**src/rtl/riscv_mem_arbiter.sv**
```systemverilog
// Round-robin arbiter that lets the I-cache and D-cache refill FSMs share one DRAM block port.
// Each granted request is held in registers until the memory acknowledges it; a watchdog flags a stuck memory.
module riscv_mem_arbiter #(
    parameter int DATA_WIDTH     = 128,
    parameter int S_ADDR         = 10,
    parameter int TIMEOUT_CYCLES = 1023
) (
    input  logic                  i_riscv_arb_clk,
    input  logic                  i_riscv_arb_rst,
    input  logic                  i_riscv_arb_imem_rden,
    input  logic [S_ADDR-1:0]     i_riscv_arb_imem_addr,
    output logic                  o_riscv_arb_imem_ready,
    output logic [DATA_WIDTH-1:0] o_riscv_arb_imem_data_out,
    input  logic                  i_riscv_arb_dmem_rden,
    input  logic                  i_riscv_arb_dmem_wren,
    input  logic [S_ADDR-1:0]     i_riscv_arb_dmem_addr,
    input  logic [DATA_WIDTH-1:0] i_riscv_arb_dmem_data_in,
    output logic                  o_riscv_arb_dmem_ready,
    output logic [DATA_WIDTH-1:0] o_riscv_arb_dmem_data_out,
    output logic                  o_riscv_arb_mem_rden,
    output logic                  o_riscv_arb_mem_wren,
    output logic [S_ADDR-1:0]     o_riscv_arb_mem_addr,
    output logic [DATA_WIDTH-1:0] o_riscv_arb_mem_data_in,
    input  logic [DATA_WIDTH-1:0] i_riscv_arb_mem_data_out,
    input  logic                  i_riscv_arb_mem_ready,
    output logic                  o_riscv_arb_timeout
);

    localparam int CNT_W = $clog2(TIMEOUT_CYCLES + 1);
    localparam logic [CNT_W-1:0] CNT_LIMIT = CNT_W'(TIMEOUT_CYCLES);
    localparam logic SIDE_I = 1'b0;
    localparam logic SIDE_D = 1'b1;

    typedef enum logic [1:0] {
        IDLE    = 2'd0,
        GRANT_I = 2'd1,
        GRANT_D = 2'd2
    } state_t;

    state_t                  state_reg;
    logic                    last_grant_reg;
    logic                    rden_reg;
    logic                    wren_reg;
    logic [S_ADDR-1:0]       addr_reg;
    logic [DATA_WIDTH-1:0]   data_reg;
    logic [CNT_W-1:0]        count_reg;
    logic                    timeout_reg;

    logic                    ireq;
    logic                    dreq;
    logic                    pick_d;
    logic [CNT_W-1:0]        count_next;

    always_comb begin
        ireq       = i_riscv_arb_imem_rden;
        dreq       = i_riscv_arb_dmem_rden | i_riscv_arb_dmem_wren;
        // D wins when it is alone, or on a tie when I was served last.
        pick_d     = dreq & (~ireq | (last_grant_reg == SIDE_I));
        // Saturating watchdog increment.
        count_next = (count_reg == CNT_LIMIT) ? count_reg : count_reg + CNT_W'(1);
    end

    always_ff @(posedge i_riscv_arb_clk or posedge i_riscv_arb_rst) begin
        if (i_riscv_arb_rst) begin
            state_reg      <= IDLE;
            last_grant_reg <= SIDE_I;
            rden_reg       <= 1'b0;
            wren_reg       <= 1'b0;
            addr_reg       <= '0;
            data_reg       <= '0;
            count_reg      <= '0;
            timeout_reg    <= 1'b0;
        end else begin
            case (state_reg)
                IDLE: begin
                    if (ireq | dreq) begin
                        count_reg <= '0;
                        if (pick_d) begin
                            state_reg      <= GRANT_D;
                            last_grant_reg <= SIDE_D;
                            addr_reg       <= i_riscv_arb_dmem_addr;
                            data_reg       <= i_riscv_arb_dmem_data_in;
                            wren_reg       <= i_riscv_arb_dmem_wren;
                            rden_reg       <= ~i_riscv_arb_dmem_wren;
                        end else begin
                            state_reg      <= GRANT_I;
                            last_grant_reg <= SIDE_I;
                            addr_reg       <= i_riscv_arb_imem_addr;
                            data_reg       <= '0;
                            wren_reg       <= 1'b0;
                            rden_reg       <= 1'b1;
                        end
                    end
                end
                GRANT_I, GRANT_D: begin
                    if (i_riscv_arb_mem_ready) begin
                        state_reg <= IDLE;
                        rden_reg  <= 1'b0;
                        wren_reg  <= 1'b0;
                    end else begin
                        // Keep waiting; the error is reported but the transfer is never aborted.
                        count_reg <= count_next;
                        if (count_next == CNT_LIMIT) begin
                            timeout_reg <= 1'b1;
                        end
                    end
                end
                default: begin
                    state_reg <= IDLE;
                    rden_reg  <= 1'b0;
                    wren_reg  <= 1'b0;
                end
            endcase
        end
    end

    assign o_riscv_arb_mem_rden      = rden_reg;
    assign o_riscv_arb_mem_wren      = wren_reg;
    assign o_riscv_arb_mem_addr      = addr_reg;
    assign o_riscv_arb_mem_data_in   = data_reg;
    assign o_riscv_arb_timeout       = timeout_reg;

    // Completion is forwarded only to the side that owns the current grant.
    assign o_riscv_arb_imem_ready    = i_riscv_arb_mem_ready & (state_reg == GRANT_I);
    assign o_riscv_arb_dmem_ready    = i_riscv_arb_mem_ready & (state_reg == GRANT_D);
    assign o_riscv_arb_imem_data_out = i_riscv_arb_mem_data_out;
    assign o_riscv_arb_dmem_data_out = i_riscv_arb_mem_data_out;

endmodule

```
**config.mk**
```make
export PLATFORM = sky130hd
export DESIGN_NAME = riscv_mem_arbiter
export DESIGN_NICKNAME = d
export VERILOG_FILES = /design/src/rtl/riscv_mem_arbiter.sv
export SDC_FILE = /design/constraint.sdc
export NUM_CORES = 1
export LEC_CHECK = 0
export ABC_AREA = 1
export CAP_MARGIN = 20
export CORE_AREA = 3 3 265 267
export CTS_CLUSTER_SIZE = 30
export DETAILED_ROUTE_END_ITERATION = 6
export DIE_AREA = 0 0 268 270
export SLEW_MARGIN = 15
export SYNTH_ARGS = -nofsm -noshare
export SYNTH_HDL_FRONTEND = slang
export SYNTH_SLANG_ARGS = --single-unit
```
**constraint.sdc**
```tcl
create_clock -name i_riscv_arb_clk -period 5 [get_ports i_riscv_arb_clk]
set_input_delay 0.75 -clock i_riscv_arb_clk [delete_from_list [all_inputs] [get_ports i_riscv_arb_clk]]
set_output_delay 0.75 -clock i_riscv_arb_clk [all_outputs]
set_load 0.05 [all_outputs]
```
==> impl_metrics.env <==
export IMPL_synth_compound_area_share_pct=10.1
export IMPL_tns_ps=0
export IMPL_leakage_nw=4.60
export IMPL_clk_latency_ps=470
export IMPL_route_detailed_drc=0
export IMPL_arrival_ps=2190
export IMPL_die_width_um=268
export IMPL_min_from="o_riscv_arb_timeout"
export IMPL_sequentialPowerShare_pct=27.1
export IMPL_largest_reg_flops=128
export IMPL_die_area_um2=72400
export IMPL_ant_nets=0
export IMPL_r2r_cells=7
export IMPL_final_util_pct=16.2
export IMPL_maxSlewViolCount=0
export IMPL_cts_sinks=154
export IMPL_holdPathStages=2
export IMPL_holdBufCountCts=0
export IMPL_cts_repair_resized=0
export IMPL_startpoint_type="input pin"
export IMPL_cp_end_kind="output port"
export IMPL_nFillCells=7676
export IMPL_synthAdderAreaFrac_pct=0.598
export IMPL_use_met1_pct=8.58
export IMPL_synth_avg_cell_area_um2=8.37
export IMPL_num_vias=6042
export IMPL_io_pins=681
export IMPL_synth_simple_area_share_pct=11.3
export IMPL_syn_inst=1000
export IMPL_synthDistinctLibCells=27
export IMPL_ys_ff_latch=154
export IMPL_antenna_found_initial=0
export IMPL_seqCellArea_um2=3850
export IMPL_pwr_share_clk_pct=18.7
export IMPL_firstDrtPassIters=5
export IMPL_synth_area_um2=8370
export IMPL_grtUsageMet3_pct=4.43
export IMPL_portBuffers=296
export IMPL_cts_root_buf="clkbuf_16"
export IMPL_cts_buffers=17
export IMPL_syn2layout_area_growth_pct=32.4
export IMPL_synth_area_top_cells="dfrtp_1 46%, buf_4 23%, nand2_1 8.5%"
export IMPL_die_height_um=270
export IMPL_dp_slack_ps=2040
export IMPL_placementRows=96
export IMPL_pwr_share_comb_pct=54.2
export IMPL_drv_cap=0
export IMPL_relSlewSlack_pct=40.8
export IMPL_synthMuxAreaShare_pct=0
export IMPL_fin_ws_ps=2060
export IMPL_dp_final_hpwl_um=20200
export IMPL_grt_pass1_vias=5999
export IMPL_fmax_ghz=0.340
export IMPL_wl_per_cell_um=14.1
export IMPL_use_met2_pct=10.0
export IMPL_switchingPower_mw=3.77
export IMPL_reg2reg_from="state_reg[0]"
export IMPL_fin_crit_ps=2940
export IMPL_yosysSeqAreaShare_pct=46.0
export IMPL_finalNetCount=1320
export IMPL_crit_required_ps=4250
export IMPL_core_area_um2=68300
export IMPL_cellPowerDensity_nw_per_um2=682
export IMPL_grt_max_degree=90
export IMPL_synth_top_family_by_area="buffers and inverters"
export IMPL_path_clk_slew_ps=60
export IMPL_start_util_pct=12.2
export IMPL_swShare_pct=49.9
export IMPL_cts_tree="done"
export IMPL_rsz0062_at_grt="no"
export IMPL_gp_congestion=0.729
export IMPL_worst_pin_slew_ps=888
export IMPL_drive_above_1_share_pct=4.97
export IMPL_grt_overflow_total=0
export IMPL_final_setup_viol_count=0
export IMPL_hold_violations=0
export IMPL_holdWs_ps=464
export IMPL_detail_route_iter0_violations=233
export IMPL_critPathLaunch="i_riscv_arb_mem_ready"
export IMPL_grt_busiest_layer="met2"
export IMPL_clock_path_buffers=2
export IMPL_yosysWarnings=0
export IMPL_crit_fanout=3
export IMPL_worstSetupPathType="in2out"
export IMPL_period_share_pct=58.9
export IMPL_synth_top_area_cell="dfrtp_1"
export IMPL_syn_num_nets=1286
export IMPL_p_int_mw=3.78
export IMPL_num_antenna_cells=0
export IMPL_status="finished clean"
export IMPL_grt_use_total_pct=7.45
export IMPL_routed_via_density=3.13
export IMPL_multi_input_area_um2=1870
export IMPL_synth_top_area_share_pct=46.0
export IMPL_hp_class="reg2reg"
export IMPL_fin_worst_skew_ps=14.1
export IMPL_vdd_drop_max_v=0.000276
export IMPL_routed_wl_um=27200
export IMPL_synth_xor_area_share_pct=0.209
export IMPL_grt_pass1_wl_um=39000
export IMPL_h_tree_depth=4
export IMPL_cts_setup_buffers=0
-- worst max-delay path: stages --
cell	delay [ps]
clkdlybuf4s50_1	510
nand2_1	70
inv_1	70
clkdlybuf4s50_1	790
-- power groups by stage --
| stage | clock [mW] | combinational, mW | sequential, mW |
|---|---|---|---|
| 6_report | 1.42 | 4.09 | 2.05 |
| 5_1_grt | 1.55 | 4.38 | 2.11 |
| 4_1_cts | 1.52 | 4.18 | 2.05 |
| 3_5_place_dp | 0 | 4.18 | 2.06 |
| 3_3_place_gp | 0 | 4.14 | 2.06 |
| 2_1_floorplan | 0 | 1.46 | 3.71 |
-- synth_stat cells, drive strengths merged --
| cell | instances |
|---|---|
| buf | 280 |
| nand2 | 191 |
| inv | 157 |
| dfrtp | 154 |
| o21ai | 142 |
| nor2 | 25 |
| nand3 | 18 |
| a31oi | 11 |
| clkbuf | 8 |
| ha | 4 |
| a21oi | 2 |
| a22o | 2 |
| o22ai | 2 |
| nand4 | 1 |
| o21bai | 1 |
| xnor2 | 1 |
| xor2 | 1 |
-- layer usage --
| metal | wire [um] | vias up |
|---|---|---|
| met2 | 10900 | 381 |
| met1 | 11300 | 2702 |
| met4 | 1420 | 2 |
| met5 | 33 | - |
| met3 | 3470 | 107 |
| li1 | - | 2850 |
-- worst paths after layout --
| path | endpoint | slack [ps] |
|---|---|---|
| setup reg to reg | o_riscv_arb_mem_wren | 2700 |
| setup / recovery | o_riscv_arb_imem_ready | 2060 |
| hold / removal | o_riscv_arb_timeout | 460 |
| max in group asynchronous | o_riscv_arb_mem_data_in[67] | 3490 |
| min in group asynchronous | o_riscv_arb_mem_data_in[22] | 640 |
| hold reg to reg | o_riscv_arb_timeout | 460 |
-- metrics by stage --
stage                     instances  area (um^2)  power [mW]
after floorplan                1000         8370        5.17
after global placement         1897        10500        6.20
after detailed placement       1897        10500        6.23
after CTS                      1929        11100        7.75
after global routing           1929        11100        8.03
final                          1929        11100        7.55
-- kinds of logic after synthesis --
family | Yosys count
XOR/XNOR | 2
AO/OA/AOI/OAI | 160
flip-flops | 154
AND/OR/NAND/NOR | 235
adder cells (fa/ha/maj) | 4
buffers and inverters | 445
-- final cells by class --
| cell class | count | share of cell area, % |
|---|---|---|
| multi-input combinational | 401 | 16.8 |
| clock inverter | 15 | 1.69 |
| tap | 882 | 9.96 |
| clock buffer | 17 | 3.84 |
| timing repair buffer | 303 | 27.5 |
| sequential | 154 | 34.8 |
| inverter | 157 | 5.36 |
-- cells in the final DEF (no fill, tap or decap), drive strengths merged --
cell type        n
a22o             2
ha               4
o21bai           1
nand4            1
inv            165
dfrtp          154
clkinvlp         2
clkdlybuf4s50  296
bufinv           3
o22ai            2
nand3           18
nand2          191
buf              7
a21oi            2
nor2            25
a31oi           11
o21ai          142
clkinv           2
xnor2            1
clkbuf          17
xor2             1
Power figures use the tool's default switching activity.
